**src/rtl/adc_serial_readout_if.sv**
```systemverilog
// Core-facing bundle of the ADC readout block: control, ADC pins and the word stream.
// slave = the readout controller, master = whatever drives and consumes it.
interface adc_serial_readout_if;
   logic        START;
   logic        CONTINUOUS;
   logic [3:0]  CH_EN;
   logic        BUSY;
   logic [1:0]  ADC_CLK_OUT;
   logic [3:0]  ADC_CS_OUT;
   logic [31:0] ADC_DATA_IN;
   logic        DOUT_VALID;
   logic        DOUT_READY;
   logic [4:0]  DOUT_CH;
   logic [15:0] DOUT_DATA;
   logic [15:0] CONV_COUNT;

   modport slave (
      input  START, CONTINUOUS, CH_EN, ADC_DATA_IN, DOUT_READY,
      output BUSY, ADC_CLK_OUT, ADC_CS_OUT, DOUT_VALID, DOUT_CH, DOUT_DATA, CONV_COUNT
   );

   modport master (
      output START, CONTINUOUS, CH_EN, ADC_DATA_IN, DOUT_READY,
      input  BUSY, ADC_CLK_OUT, ADC_CS_OUT, DOUT_VALID, DOUT_CH, DOUT_DATA, CONV_COUNT
   );
endinterface

```
**src/rtl/adc_serial_readout.sv**
```systemverilog
// Serial readout of 32 ADC lines: drives ADC clocks/CS, captures NBITS per line, streams words.
// Latency: CLK_DIV*(1+2*NBITS) CS-low + QUIET_CYCLES, then one word per cycle while ready.
// Backpressure: DOUT_READY low holds the current word and keeps the ADC idle until drained.
module adc_serial_readout #(
   parameter int CLK_DIV      = 2,
   parameter int NBITS        = 16,
   parameter int QUIET_CYCLES = 4
) (
   input logic                  CLK,
   input logic                  RST_N,
   adc_serial_readout_if.slave  bus
);
   localparam int CW = 16;

   typedef enum logic [2:0] {IDLE, CS_SETUP, SHIFT, QUIET, DRAIN} state_t;
   state_t state, state_nxt;

   logic [CW-1:0]    cnt;
   logic             half;      // 0 = serial clock low phase
   logic [4:0]       bit_cnt;
   logic [3:0]       en_q;
   logic [4:0]       ch;
   logic [15:0]      conv_cnt;
   logic [NBITS-1:0] shreg [32];

   logic       div_end, quiet_end, xfer, last_word, restart, has_next;
   logic [1:0] first_grp, next_grp;

   assign div_end   = (cnt == CW'(CLK_DIV - 1));
   assign quiet_end = (cnt == CW'(QUIET_CYCLES - 1));
   assign xfer      = (state == DRAIN) && bus.DOUT_READY;
   assign last_word = (ch[2:0] == 3'd7) && !has_next;
   assign restart   = bus.CONTINUOUS && (bus.CH_EN != 4'h0);

   // Drain only visits enabled groups, so the last transfer is known on its own edge.
   always_comb begin
      first_grp = '0;
      next_grp  = '0;
      has_next  = 1'b0;
      for (int g = 3; g >= 0; g--) begin
         if (en_q[g]) first_grp = 2'(g);
         if (en_q[g] && (g > int'(ch[4:3]))) begin
            next_grp = 2'(g);
            has_next = 1'b1;
         end
      end
   end

   always_ff @(posedge CLK or negedge RST_N) begin
      if (!RST_N) state <= IDLE;
      else        state <= state_nxt;
   end

   always_comb begin
      state_nxt       = state;
      bus.BUSY        = (state != IDLE);
      bus.ADC_CS_OUT  = 4'hF;
      bus.ADC_CLK_OUT = 2'b11;
      bus.DOUT_VALID  = 1'b0;
      bus.DOUT_CH     = '0;
      bus.DOUT_DATA   = '0;
      bus.CONV_COUNT  = conv_cnt;
      case (state)
         IDLE:     if (bus.START && (bus.CH_EN != 4'h0)) state_nxt = CS_SETUP;
         CS_SETUP: begin
            bus.ADC_CS_OUT = ~en_q;
            if (div_end) state_nxt = SHIFT;
         end
         SHIFT: begin
            bus.ADC_CS_OUT = ~en_q;
            for (int k = 0; k < 2; k++)
               if (en_q[2*k] || en_q[2*k+1]) bus.ADC_CLK_OUT[k] = half;
            if (div_end && half && (bit_cnt == 5'(NBITS - 1))) state_nxt = QUIET;
         end
         QUIET:    if (quiet_end) state_nxt = DRAIN;
         DRAIN: begin
            bus.DOUT_VALID = 1'b1;
            bus.DOUT_CH    = ch;
            bus.DOUT_DATA  = 16'(shreg[ch]);
            if (xfer && last_word) state_nxt = restart ? CS_SETUP : IDLE;
         end
         default:  state_nxt = IDLE;
      endcase
   end

   always_ff @(posedge CLK or negedge RST_N) begin
      if (!RST_N) begin
         cnt      <= '0;
         half     <= 1'b0;
         bit_cnt  <= '0;
         en_q     <= '0;
         ch       <= '0;
         conv_cnt <= '0;
         for (int n = 0; n < 32; n++) shreg[n] <= '0;
      end else begin
         case (state)
            IDLE: begin
               cnt <= '0;
               if (bus.START && (bus.CH_EN != 4'h0)) en_q <= bus.CH_EN;
            end
            CS_SETUP: begin
               cnt     <= div_end ? '0 : cnt + 1'b1;
               half    <= 1'b0;
               bit_cnt <= '0;
            end
            SHIFT: begin
               cnt <= div_end ? '0 : cnt + 1'b1;
               if (div_end) begin
                  half <= ~half;
                  if (!half) begin
                     for (int n = 0; n < 32; n++)
                        shreg[n] <= {shreg[n][NBITS-2:0], bus.ADC_DATA_IN[n]};
                  end else if (bit_cnt == 5'(NBITS - 1)) begin
                     conv_cnt <= conv_cnt + 16'd1;
                  end else begin
                     bit_cnt <= bit_cnt + 5'd1;
                  end
               end
            end
            QUIET: begin
               cnt <= quiet_end ? '0 : cnt + 1'b1;
               if (quiet_end) ch <= {first_grp, 3'b000};
            end
            DRAIN: begin
               if (xfer) begin
                  if (last_word) begin
                     ch  <= '0;
                     cnt <= '0;
                     if (restart) en_q <= bus.CH_EN;
                  end else if (ch[2:0] == 3'd7) begin
                     ch <= {next_grp, 3'b000};
                  end else begin
                     ch <= ch + 5'd1;
                  end
               end
            end
            default: cnt <= '0;
         endcase
      end
   end
endmodule

```
**src/flat_wrapper.sv**
```systemverilog
// flat-port wrapper written by rule: the top's interface ports become plain ports
module adc_serial_readout_flat 
#(
   parameter int CLK_DIV      = 2,
   parameter int NBITS        = 16,
   parameter int QUIET_CYCLES = 4
)
  (CLK, RST_N, bus_START, bus_CONTINUOUS, bus_CH_EN, bus_ADC_DATA_IN, bus_DOUT_READY, bus_BUSY, bus_ADC_CLK_OUT, bus_ADC_CS_OUT, bus_DOUT_VALID, bus_DOUT_CH, bus_DOUT_DATA, bus_CONV_COUNT);
  adc_serial_readout_if bus_i ();
  input logic CLK;
  input logic RST_N;
  input wire logic [$bits(bus_i.START)-1:0] bus_START;
  input wire logic [$bits(bus_i.CONTINUOUS)-1:0] bus_CONTINUOUS;
  input wire logic [$bits(bus_i.CH_EN)-1:0] bus_CH_EN;
  input wire logic [$bits(bus_i.ADC_DATA_IN)-1:0] bus_ADC_DATA_IN;
  input wire logic [$bits(bus_i.DOUT_READY)-1:0] bus_DOUT_READY;
  output wire logic [$bits(bus_i.BUSY)-1:0] bus_BUSY;
  output wire logic [$bits(bus_i.ADC_CLK_OUT)-1:0] bus_ADC_CLK_OUT;
  output wire logic [$bits(bus_i.ADC_CS_OUT)-1:0] bus_ADC_CS_OUT;
  output wire logic [$bits(bus_i.DOUT_VALID)-1:0] bus_DOUT_VALID;
  output wire logic [$bits(bus_i.DOUT_CH)-1:0] bus_DOUT_CH;
  output wire logic [$bits(bus_i.DOUT_DATA)-1:0] bus_DOUT_DATA;
  output wire logic [$bits(bus_i.CONV_COUNT)-1:0] bus_CONV_COUNT;
  assign bus_i.START = bus_START;
  assign bus_i.CONTINUOUS = bus_CONTINUOUS;
  assign bus_i.CH_EN = bus_CH_EN;
  assign bus_i.ADC_DATA_IN = bus_ADC_DATA_IN;
  assign bus_i.DOUT_READY = bus_DOUT_READY;
  assign bus_BUSY = bus_i.BUSY;
  assign bus_ADC_CLK_OUT = bus_i.ADC_CLK_OUT;
  assign bus_ADC_CS_OUT = bus_i.ADC_CS_OUT;
  assign bus_DOUT_VALID = bus_i.DOUT_VALID;
  assign bus_DOUT_CH = bus_i.DOUT_CH;
  assign bus_DOUT_DATA = bus_i.DOUT_DATA;
  assign bus_CONV_COUNT = bus_i.CONV_COUNT;
  adc_serial_readout #(.CLK_DIV(CLK_DIV), .NBITS(NBITS), .QUIET_CYCLES(QUIET_CYCLES)) u_core (.CLK(CLK), .RST_N(RST_N), .bus(bus_i));
endmodule
```
**config.mk**
```make
export PLATFORM = sky130hd
export DESIGN_NAME = adc_serial_readout_flat
export DESIGN_NICKNAME = d
export VERILOG_FILES = /design/src/rtl/adc_serial_readout_if.sv /design/src/rtl/adc_serial_readout.sv /design/src/flat_wrapper.sv
export SDC_FILE = /design/constraint.sdc
export NUM_CORES = 1
export LEC_CHECK = 0
export ABC_AREA = 1
export BUFFER_PORTS_ARGS = -buffer_cell sky130_fd_sc_hd__buf_2
export CORE_MARGIN = 2
export CORE_UTILIZATION = 53
export CTS_CLUSTER_SIZE = 12
export DETAILED_ROUTE_END_ITERATION = 10
export GPL_TIMING_DRIVEN = 0
export PLACE_DENSITY = 0.7
export SYNTH_ARGS = -nofsm -noshare
export SYNTH_HDL_FRONTEND = slang
export SYNTH_SLANG_ARGS = --single-unit
```
**constraint.sdc**
```tcl
create_clock -name CLK -period 3.2 [get_ports CLK]
set_input_delay 0.64 -clock CLK [delete_from_list [all_inputs] [get_ports CLK]]
set_output_delay 0.64 -clock CLK [all_outputs]
set_load 0.1 [all_outputs]
```
; ---- After elaboration in Yosys (flattened, before gate mapping)
; Index checks and enable logic that the tools add are counted.
[op_classes]
bitwise = 3
n_reduce_logical = 28
mux = 48
n_eq_ne = 19
n_addsub = 4
magnitude_cmp = 4
[ops]
columns = cell, count
row1 = two-way mux 16 bit, 7
row2 = binary-select mux 16 bit (select 5 bit), 1
row3 = case mux 16 bit (3 select lines), 1
row4 = two-way mux 5 bit, 8
row5 = "adder 16 x 1 -> 16 bit, second input constant", 2
row6 = two-way mux 4 bit, 5
row7 = case mux 5 bit (2 select lines), 2
row8 = "!= test 2 x 1 -> 1 bit, second input constant", 9
row9 = "equality test 16 x 1 -> 1 bit, second input constant", 1
row10 = "equality test 16 x 2 -> 1 bit, second input constant", 1
row11 = two-way mux 2 bit, 8
row12 = two-way mux 3 bit, 5
row13 = case mux 3 bit (5 select lines), 1
row14 = "adder 5 x 1 -> 5 bit, second input constant", 2
row15 = logical AND 1 bit, 10
row16 = AND reduction 5 bit, 2
row17 = two-way mux 1 bit, 8
row18 = case mux 4 bit (2 select lines), 1
row19 = AND reduction 4 bit, 2
row20 = "equality test 3 x 2 -> 1 bit, second input constant", 2
row21 = "equality test 3 bit, second input constant", 2
row22 = ">= comparator 6 bit, second input constant", 1
row23 = NOT 5 -> 6 bit, 1
row24 = AND reduction 3 bit, 2
row25 = other kinds (16), 22
[totals]
regBits = 562
wordCells = 145
input_bits = 41
out_inout_bits = 45

; ---- Longest topological paths before layout
; Gate-level depths: netlist of the first run.
[depth]
word_depth = 10
ltp_mapped = 13

; ---- Worst setup path before layout of the first run
; No wires, ideal clock.
[synth_path]
kind = flip-flop to output port
from = register u_core.ch[1]
to = output port bus_DOUT_DATA[1]
t_required_ns = 2.560
slack_ns = -0.044
arrival_ns = 2.604
path_buffers = 3
stages_incl_launch_ff = 11
path_cell_list = dfrtp_1 > buf_2 > inv_1 > buf_2 > clkbuf_1 > o211ai_1 > nand3_1 > nand3_1 > nand2_1 > nor2_1 > nor2_1
[synth_between]
elab_chain_cells = 5
[synth_lines]
columns = element, line
row1 = "start, declared", adc_serial_readout.sv:22  ; logic [4:0] ch;
row2 = "start signal, assigned", adc_serial_readout.sv:122  ; if (quiet_end) ch <= {first_grp, 3'b000};
row3 = "start signal, assigned", adc_serial_readout.sv:131  ; ch <= {next_grp, 3'b000};
row4 = "start signal, assigned", adc_serial_readout.sv:133  ; ch <= ch + 5'd1;
row5 = NOT 5 -> 6 bit (implied by the code), adc_serial_readout.sv:79  ; bus.DOUT_DATA = 16'(shreg[ch]);
row6 = binary-select mux 16 bit (select 5 bit), adc_serial_readout.sv:79
row7 = two-way mux 16 bit (implied by the code) (2 in series), adc_serial_readout.sv:79
row8 = two-way mux 16 bit, adc_serial_readout.sv:63  ; case (state)
row9 = "end, declared", flat_wrapper.sv:22  ; output wire logic [$bits(bus_i.DOUT_DATA)-1:0] bus_DOUT_DATA;
; Every way passes these cells. The select of a mux whose other input is x is not followed.

; ---- Worst setup path in the final report of the first run
[layout_path]
from = register u_core.ch[0]
to = output port bus_DOUT_DATA[0]
; The elaborated chain is that of the path after synthesis.

==> results of run 1 <==
==> final cells by class <==
class,count,area (sq um),area share [%]
clock inverters,11,123,0.362
repair buffers,113,1200,3.56
plain buffers,229,2020,5.96
flip-flops and latches,562,14100,41.5
clock buffers,93,1850,5.45
well taps,688,861,2.54
multi-input cells,2466,11800,34.7
inverters,525,1990,5.88
==> critical path, stage by stage, from the launching register on <==
cell       delay, ns
dfrtp_1         0.41
buf_12          0.18
buf_12          0.16
clkbuf_16       0.16
o211ai_1        0.29
nand3_1         0.19
nand3_2         0.13
nand2_2         0.07
nor2_4          0.16
nor2_4          0.07
buf_12          0.19
==> cell usage in the layout (no fill, tap or decap), types with 13 or more instances in the layout <==
cell / netlist / final
nand2_1: 1320 / 1258
dfrtp_1: 562 / 561
inv_1: 521 / 518
nand3_1: 463 / 362
o21ai_0: 319 / 319
o21ai_1: 172 / 172
buf_2: 114 / 133
nand3_2: 2 / 94
clkbuf_16: 0 / 74
nor2_1: 89 / 59
nand2_2: 2 / 59
clkbuf_1: 79 / 44
buf_6: 21 / 42
clkbuf_8: 0 / 38
o211ai_1: 36 / 36
buf_12: 0 / 27
buf_4: 1 / 26
nor2_4: 1 / 19
nor2_2: 3 / 15
clkbuf_2: 1 / 13
==> metal layers <==
| layer | up-vias | wire [microns] |
|---|---|---|
| li1 | 12200 | - |
| met1 | 12200 | 37100 |
| met2 | 1293 | 40600 |
| met3 | 260 | 9230 |
| met4 | 0 | 4490 |
| met5 | - | 0 |
==> flip-flops by register name, indices dropped and copies added, names as in the netlist <==
signal                 count
u_core.bit_cnt             5
u_core.bus.CONV_COUNT     16
u_core.ch                  5
u_core.cnt                16
u_core.en_q                4
u_core.half                1
u_core.shreg             512
u_core.state               3
==> final timing paths <==
kind | endpoint | depth (start not counted) | startpoint | slack, ns
max in group asynchronous | u_core.en_q[3] | 5 | RST_N | 0.84
worst min-delay path | u_core.shreg[448] | 3 | bus_ADC_DATA_IN[3] | 0.22
worst max register to register | u_core.shreg[225] | 10 | u_core.cnt[1] | 0.82
worst min register to register | u_core.shreg[64] | 2 | u_core.shreg[64] | 0.47
min in group asynchronous | u_core.shreg[345] | 2 | RST_N | 0.51
worst max-delay path | bus_DOUT_DATA[0] | 10 | u_core.ch[0] | -0.13
==> stage by stage <==
stage                     worst slack (ns)  instances  hold slack [ns]
after floorplan                     0.0374       3783            0.344
after global placement              -10.40       4556            0.455
after detailed placement            -0.415       4561            0.458
after CTS                          -0.0779       4682            0.207
after global routing                -0.171       4687            0.232
final                               -0.125       4687            0.220
==> Yosys cell counts <==
library cell  number  area, sq um
nand3_2            2         20.0
o21ai_0          319         1600
o21bai_1           1         7.51
nand4_1            9         56.3
nand3b_1           3         22.5
xor2_1             7         61.3
buf_4              1         7.51
nand2_1         1320         4950
a21o_1             1         7.51
o21ai_2            2         17.5
o221ai_1           2         17.5
nor2_2             3         18.8
nor2_4             1         11.3
inv_1            521         1960
nand2_2            2         12.5
buf_6             21          236
xnor2_1            7         61.3
o211ai_1          36          270
dfrtp_1          562        14100
or2_2              5         31.3
ha_1               7         87.6
a21oi_1            6         30.0
nand2_4            1         11.3
nor2_1            89          334
clkbuf_1          79          297
nor3_1             8         40.0
o21ai_1          172          861
inv_2              3         11.3
buf_2            114          571
clkbuf_2           1         5.00
clkinv_1           1         3.75
buf_1             14         52.6
nand3_1          463         2320
==> kinds of logic (layout without fill, tap and decap cells) <==
logic type | Yosys count | in the layout
and+or+nand+nor | 1906 | 1906
buffers and inverters | 755 | 971
DFF | 562 | 562
AOI/OAI and AO/OA | 539 | 539
xor gates and xnor gates | 14 | 14
adders and majority gates | 7 | 7
==> power groups by stage <==
stage	Combinational (mW)	Clock (mW)	Sequential [mW]
5_1_grt	15.2	7.36	9.32
3_3_place_gp	11.1	0	9.21
6_report	14.2	7.02	9.18
3_5_place_dp	11.2	0	9.23
2_1_floorplan	7.25	0	9.04
4_1_cts	13.3	7.07	9.15
==> repair_timing <==
item,CTS,global route
hold endpoints to repair,54,0
hold buffers,1,0
setup buffers,9,0
pin swaps,91,42
setup endpoints to repair,22,23
gates resized for setup,476,83
gates cloned,7,6
==> flow_summary.toml, run 1 <==
[min_path]
min_path_type = "input pin to flip-flop"

[global_route]
grt_pass1_vias = 24300
grt-busiest-layer = "met2"
grt_pass1_wl_microns = 139000
grt_util_met3_pct = 7.66
grt_max_degree = 123
grtUsageTotal_pct = 33.3
grt_use_met1_pct = 45.1
gr-usage-met2_pct = 51.0
overflow = 0
antenna_found_initial = 0

[timing]
finClkSkew_ns = 0.0223
finalMaxSlewViolations = 0
tns_ns = -1.32
clock.fmax_ghz = 0.301
max-slew-margin-rel_pct = 49.0
setup_viol = 16
finalCritPeriodShare_pct = 104
tightest_slew_ns = 0.765
setup_slack_ns = -0.125
hold_violations = 0
period_needed_ns = 3.33
rsz0062_at_grt = "yes"

[setup_path]
worstPathRequired_ns = 2.56
cp-end-kind = "primary output"
cp.arrival_ns = 2.69
critical_path_class = "flip-flop to primary output"
cp_max_fo = 7
startpoint_type = "flip-flop"

[layout]
design_area_sq_um = 33900
post-route-util_pct = 64.6
drive_gt1_share_pct = 15.4
nNetsFinal = 4004
synthToLayoutAreaGrowth_pct = 20.8
antenna_cells = 0
num-fill-cells = 4495

[pwr]
p_leak_nw = 16.3
clkPwrFrac_pct = 23.1
power.total_mw = 30.4
switching_share_pct = 43.9
p_sw_mw = 13.4
internal_power_mw = 17.1
seq_power_share_pct = 30.2
ir_worst_vdd_uv = 847
p_comb_share_pct = 46.8
powerDensity_nw_per_um2 = 898

[placed_design]
dpl_cell_area_sq_um = 29500
hpwlAfterDp_microns = 64800
place_congestion = 1.03
portBuffers = 85

[detailed_routing]
viasPerCell = 5.54
wl_per_cell_microns = 19.5
antenna_left = 0
drc = 0
routed_wl_microns = 91400
drt-initial-drc-count = 2736
firstDrtPassIters = 6
route.vias.total = 26000

[flow_run]
drv_cap = 0

[clock_network]
cts_root_buffer = "clkbuf_16"
cts_sinks = 562
cts_tree = "built"
cts_buffers = 59
cts_max_level = 2
clkTransAtPathRegs_ns = 0.06
clk_latency_ns = 0.64
clockBufferDepth = 3

[floorplanning]
row_count = 84
fp.dieH_microns = 234
core_area_sq_um = 52400
io_pins = 86
die_x_microns = 234
die_area_sq_um = 54800
start_util_pct = 53.5

[synthesis]
syn_area_sq_um = 28100
synth-simple-area-share_pct = 27.9
synthDistinctLibCells = 33
yosys_warnings = 0
synth_top_family_by_area = "simple AND/OR/NAND/NOR gates"
synth_area_per_cell_sq_um = 7.41
synth_mux_area_share_pct = 0
synthAdderAreaFrac_pct = 0.312
synth-seq-cells = 562
synth-compound-area-share_pct = 10.0
synthXorXnorAreaFrac_pct = 0.437
synth_seq_area_share_pct = 50.1
synth.net_count = 3831
syn-instance-count = 3783

[outcome]
outcome = "finished with violations"
violations = "negative setup slack"
Note: power is estimated with default switching activity, not from simulation.
==> run 2, diff against run 1 <==
--- a/config.mk
+++ b/config.mk
@@ -8,11 +8,10 @@
 export ABC_AREA = 1
 export BUFFER_PORTS_ARGS = -buffer_cell sky130_fd_sc_hd__buf_2
 export CORE_MARGIN = 2
-export CORE_UTILIZATION = 53
+export CORE_UTILIZATION = 36
 export CTS_CLUSTER_SIZE = 12
 export DETAILED_ROUTE_END_ITERATION = 10
 export GPL_TIMING_DRIVEN = 0
-export PLACE_DENSITY = 0.7
 export SYNTH_ARGS = -nofsm -noshare
 export SYNTH_HDL_FRONTEND = slang
 export SYNTH_SLANG_ARGS = --single-unit
==> run 2 against run 1 <==
Against the previous run: the flow still finishes with violations (negative setup slack); final cell count increased by 7.8%; worst setup slack improved by 0.035 ns; clock power increased by 12%; register-to-register slack about the same; die area increased by 46%; critical path depth increased by 2; sequential power about the same; first-iteration DRC count decreased by 0.26%; clock-buffer cell count increased by 3; sequential share of layout area decreased by 0.77 points; via count decreased by 2.2%; highest routed layer unchanged.
==> flow_summary.toml, run 2 (synthesized netlist as in run 1, its figures left out) <==
[clock_network]
cts_buffers = 66
cts_sinks = 562
clk_latency_ns = 0.64
clockBufferDepth = 3
cts_root_buffer = "clkbuf_16"
cts_tree = "built"
cts_max_level = 3
clkTransAtPathRegs_ns = 0.06

[floorplanning]
io_pins = 86
fp.dieH_microns = 283
row_count = 102
start_util_pct = 36.3
core_area_sq_um = 77300
die_x_microns = 283
die_area_sq_um = 80200

[timing]
rsz0062_at_grt = "yes"
hold_violations = 0
max-slew-margin-rel_pct = 52.1
period_needed_ns = 3.29
finClkSkew_ns = 0.0405
timing.hold.ws_ns = 0.239
clock.fmax_ghz = 0.304
finalCritPeriodShare_pct = 103
setup_viol = 15
tns_ns = -0.682
finalMaxSlewViolations = 0
setup_slack_ns = -0.0905
tightest_slew_ns = 0.719

[detailed_routing]
viasPerCell = 5.03
routed_wl_microns = 94300
route.vias.total = 25400
firstDrtPassIters = 6
antenna_left = 0
drc = 0
wl_per_cell_microns = 18.7
drt-initial-drc-count = 2729

[layout]
largest_reg_flops = 512
design_area_sq_um = 34500
synthToLayoutAreaGrowth_pct = 23.0
largest_register = "u_core.shreg"
nNetsFinal = 4013
post-route-util_pct = 44.6
antenna_cells = 0
drive_gt1_share_pct = 15.4
final_common_cell = "nand2_1"
num-fill-cells = 7834
layout_common_cells = "1,266 x nand2_1, 561 x dfrtp_1, 517 x inv_1"

[outcome]
violations = "negative setup slack"
outcome = "finished with violations"

[setup_path]
worstPathRequired_ns = 2.56
worst_path_most_repeated_cell = "buf_12"
cp.arrival_ns = 2.65
startpoint_type = "flip-flop"
cp_max_fo = 7
cp_slowest_cell = "dfrtp_1"
cp_top_family = "buffers and inverters"
critical_path_class = "flip-flop to primary output"
crit_buf_inv = 6
path_cells = "buf_6 -> inv_4 -> buf_12 -> buf_16 -> clkbuf_16 -> o211ai_1 -> nand3_1 -> nand3_2 -> nand2_2 -> nor2_2 -> nor2_4 -> buf_12"
crit_cells = 12
cp-end-kind = "primary output"
critical-path-max-stage-delay_ns = 0.39
reg2regPathDepth = 10

[placed_design]
dpl_cell_area_sq_um = 30000
place_congestion = 0.960
portBuffers = 85
hpwlAfterDp_microns = 68400

[pwr]
ir_worst_vdd_uv = 1120
p_leak_nw = 16.4
powerDensity_nw_per_um2 = 900

[global_route]
grtUsageTotal_pct = 23.4
overflow = 0
grt_pass1_vias = 24800
grt_max_degree = 121
grt_pass1_wl_microns = 146000
antenna_found_initial = 0

[flow_run]
drv_cap = 0

[min_path]
min_path_type = "input pin to flip-flop"
hold_depth = 3
-- run 2: power breakdown --
| group | switching, mW | total [mW] | internal [mW] |
|---|---|---|---|
| Clock | 3.13 | 7.85 | 4.72 |
| Sequential | 0.772 | 9.16 | 8.39 |
| Combinational | 9.58 | 14.1 | 4.48 |
-- run 2: path summary, 6_finish.rpt --
path	startpoint	endpoint	slack [ns]
min in group asynchronous	RST_N	u_core.shreg[339]	0.54
worst max register to register	u_core.cnt[1]	u_core.shreg[267]	0.81
worst min register to register	u_core.shreg[176]	u_core.shreg[176]	0.47
worst max-delay path	u_core.ch[1]	bus_DOUT_DATA[12]	-0.09
worst min-delay path	bus_ADC_DATA_IN[17]	u_core.shreg[224]	0.24
max in group asynchronous	RST_N	u_core.ch[3]	1.15
-- run 2: metal layers --
metal	up-vias	wire length (microns)	part of all wire [%]	global-route usage, %
met5	-	0	0	0
met4	0	3240	3.4	8.12
met3	173	7240	7.7	4.76
met2	884	42000	45	36.4
met1	12100	41800	44	32.5
li1	12200	-	-	-
-- run 2: repair_timing --
action | 4_1_cts | 5_1_grt
buffers inserted | 14 | 7
gates cloned | 3 | 1
hold endpoints to repair | 44 | 0
setup endpoints to repair | 23 | 23
hold buffers | 1 | 0
gates resized for setup | 422 | 144
pin swaps | 41 | 60
-- run 2: cell type report --
cell class	count	area [sq um]	share of cell area [%]
sequential	562	14100	40.8
multi-input combinational	2466	11900	34.4
inverter	525	1990	5.77
clock buffer	96	1950	5.64
buffer	228	1880	5.44
tap	1040	1300	3.77
timing repair buffer	116	1160	3.38
clock inverter	18	282	0.816
-- run 2: tightest hold or removal path: stages --
cell	delay [ns]
buf_2	0.08
nand3_1	0.06
nand2_1	0.06
-- run 2: per-stage QoR --
step	worst slack [ns]	total power, mW	instances
after floorplan	0.0374	16.3	3783
after global placement	-10.70	20.5	4908
after detailed placement	-0.568	20.5	4913
after CTS	-0.139	30.2	5044
after global routing	-0.139	32.8	5051
final	-0.0905	31.1	5051
==> run 3, diff against run 2 <==
==> constraint.sdc (replaced) <==
create_clock -name CLK -period 3.1 [get_ports CLK]
set_input_delay 0.62 -clock CLK [delete_from_list [all_inputs] [get_ports CLK]]
set_output_delay 0.62 -clock CLK [all_outputs]
set_load 0.1 [all_outputs]
==> run 3 against run 2 <==
Against the previous run: the flow still finishes with violations (negative setup slack); worst hold slack worse by 0.0097 ns; sequential power increased by 3.2%; wire length is 0.33% higher; via count is 0.72% higher; die area is the same; non-clock buffer count down 2; critical path depth unchanged.
==> flow_summary.toml, run 3 (synthesized netlist as in run 1, its figures left out) <==
[flow_run]
drv_cap = 0

[floorplanning]
fp.dieH_microns = 283
row_count = 102
die_x_microns = 283
die_area_sq_um = 80200
io_pins = 86
start_util_pct = 36.3
core_area_sq_um = 77300

[layout]
layout_common_cells = "1,273 x nand2_1, 561 x dfrtp_1, 517 x inv_1"
antenna_cells = 0
multi_input_area_sq_um = 11800
num-fill-cells = 7739
nNetsFinal = 4011
post-route-util_pct = 44.6
final_common_cell = "nand2_1"
drive_gt1_share_pct = 15.3
synthToLayoutAreaGrowth_pct = 23.0
regArea_sq_um = 14100
largest_reg_flops = 512
largest_register = "u_core.shreg"

[clock_network]
clockBufferDepth = 3
clk_latency_ns = 0.63
clkTransAtPathRegs_ns = 0.06
cts_root_buffer = "clkbuf_16"
cts_buffers = 66
cts_tree = "built"
cts_sinks = 562
cts_max_level = 3

[detailed_routing]
route.vias.total = 25600
firstDrtPassIters = 6
wl_per_cell_microns = 18.7
wl_met1_microns = 41800
wl_met3_microns = 7010
wl_met2_microns = 42000
routed_wl_microns = 94600
viasPerCell = 5.07
antenna_left = 0
drc = 0
highest_layer = "met5"
drt-initial-drc-count = 2756

[setup_path]
path_cells = "buf_12 -> inv_12 -> buf_16 -> buf_12 -> nand2_1 -> nand3_1 -> nand3_1 -> nand3_2 -> nand2_1 -> nor2_2 -> nor2_2 -> buf_12"
worstPathRequired_ns = 2.48
critical-path-max-stage-delay_ns = 0.41
critical_path_class = "flip-flop to primary output"
cp.arrival_ns = 2.68
cp_max_fo = 10
cp_slowest_cell = "dfrtp_1"
cp-end-kind = "primary output"
worst_path_most_repeated_cell = "buf_12"
startpoint_type = "flip-flop"

[min_path]
min_path_type = "input pin to flip-flop"

[timing]
tightest_slew_ns = 0.746
setup_slack_ns = -0.203
rsz0062_at_grt = "yes"
finalCritPeriodShare_pct = 107
finClkSkew_ns = 0.0251
timing.hold.ws_ns = 0.230
finalMaxSlewViolations = 0
hold_violations = 0
max-slew-margin-rel_pct = 50.3
period_needed_ns = 3.30
clock.fmax_ghz = 0.303
setup_viol = 16

[pwr]
ir_worst_vdd_uv = 1040
powerDensity_nw_per_um2 = 929
p_leak_nw = 16.4

[global_route]
grt_pass1_wl_microns = 146000
grtUsageTotal_pct = 23.4
grt_pass1_vias = 24400
antenna_found_initial = 2
overflow = 0
grt_max_degree = 115

[placed_design]
portBuffers = 85
place_congestion = 0.959
hpwlAfterDp_microns = 68400

[outcome]
outcome = "finished with violations"
violations = "negative setup slack"
[run 3: cell types whose count changed in the layout (fill, tap and decap cells not counted), sizes merged]
| cell | previous run | this run |
|---|---|---|
| buf | 272 | 266 |
| clkinv | 8 | 12 |
| clkinvlp | 1 | 4 |
| bufinv | 6 | 5 |
| inv | 528 | 527 |
[run 3: critical path, delay by kind of cell, from the launching register on]
family,cells,cell delay [ns]
simple gates,7,0.83
buf+inv,5,0.78
flops,1,0.41
[run 3: layer usage]
layer	vias up	global-route usage (%)
li1	12200	-
met1	12200	33.1
met2	969	35.9
met3	199	3.74
met4	2	9.26
met5	-	0
[run 3: final timing paths]
check	slack [ns]	cells past startpoint	startpoint	end
setup / recovery	-0.20	12	u_core.ch[0]	bus_DOUT_DATA[11]
max in group asynchronous	0.77	5	RST_N	u_core.ch[3]
hold reg to reg	0.47	2	u_core.shreg[192]	u_core.shreg[192]
hold / removal	0.23	3	bus_ADC_DATA_IN[21]	u_core.shreg[160]
min in group asynchronous	0.50	2	RST_N	u_core.shreg[340]
setup reg to reg	0.70	10	u_core.cnt[1]	u_core.shreg[269]
[run 3: power breakdown]
part           internal (mW)  switching (mW)
registers               8.66           0.794
clock network           4.76            3.29
logic                   4.69            9.85
[run 3: metrics by stage]
stage / cells / total power, mW / instance area, sq um / setup WS, ns / TNS [ns]
2_1_floorplan: 3783 / 16.8 / 28100 / 0.203 / 0
3_3_place_gp: 4908 / 21.1 / 29800 / -10.82 / -6039.88
3_5_place_dp: 4913 / 21.2 / 30000 / -0.544 / -7.12
4_1_cts: 5040 / 31.4 / 34100 / -0.176 / -2.12
5_1_grt: 5050 / 33.8 / 34500 / -0.210 / -2.92
6_report: 5050 / 32.1 / 34500 / -0.203 / -2.51
[run 3: final cells by class]
cell class	count	area share [%]
Timing Repair Buffer	113	3.31
Sequential cell	562	40.8
Tap cell	1040	3.77
Clock inverter	23	0.827
Clock buffer	92	5.57
Multi-Input combinational cell	2466	34.1
Inverter	525	5.78
Buffer	229	5.86
[run 3: what timing repair did]
action / in CTS / in global routing
hold buffers: 1 / 0
buffers inserted: 7 / 7
hold endpoints to repair: 40 / 0
pin swaps: 59 / 42
setup endpoints to repair: 23 / 24
gates cloned: 5 / 3
resized for setup: 468 / 88
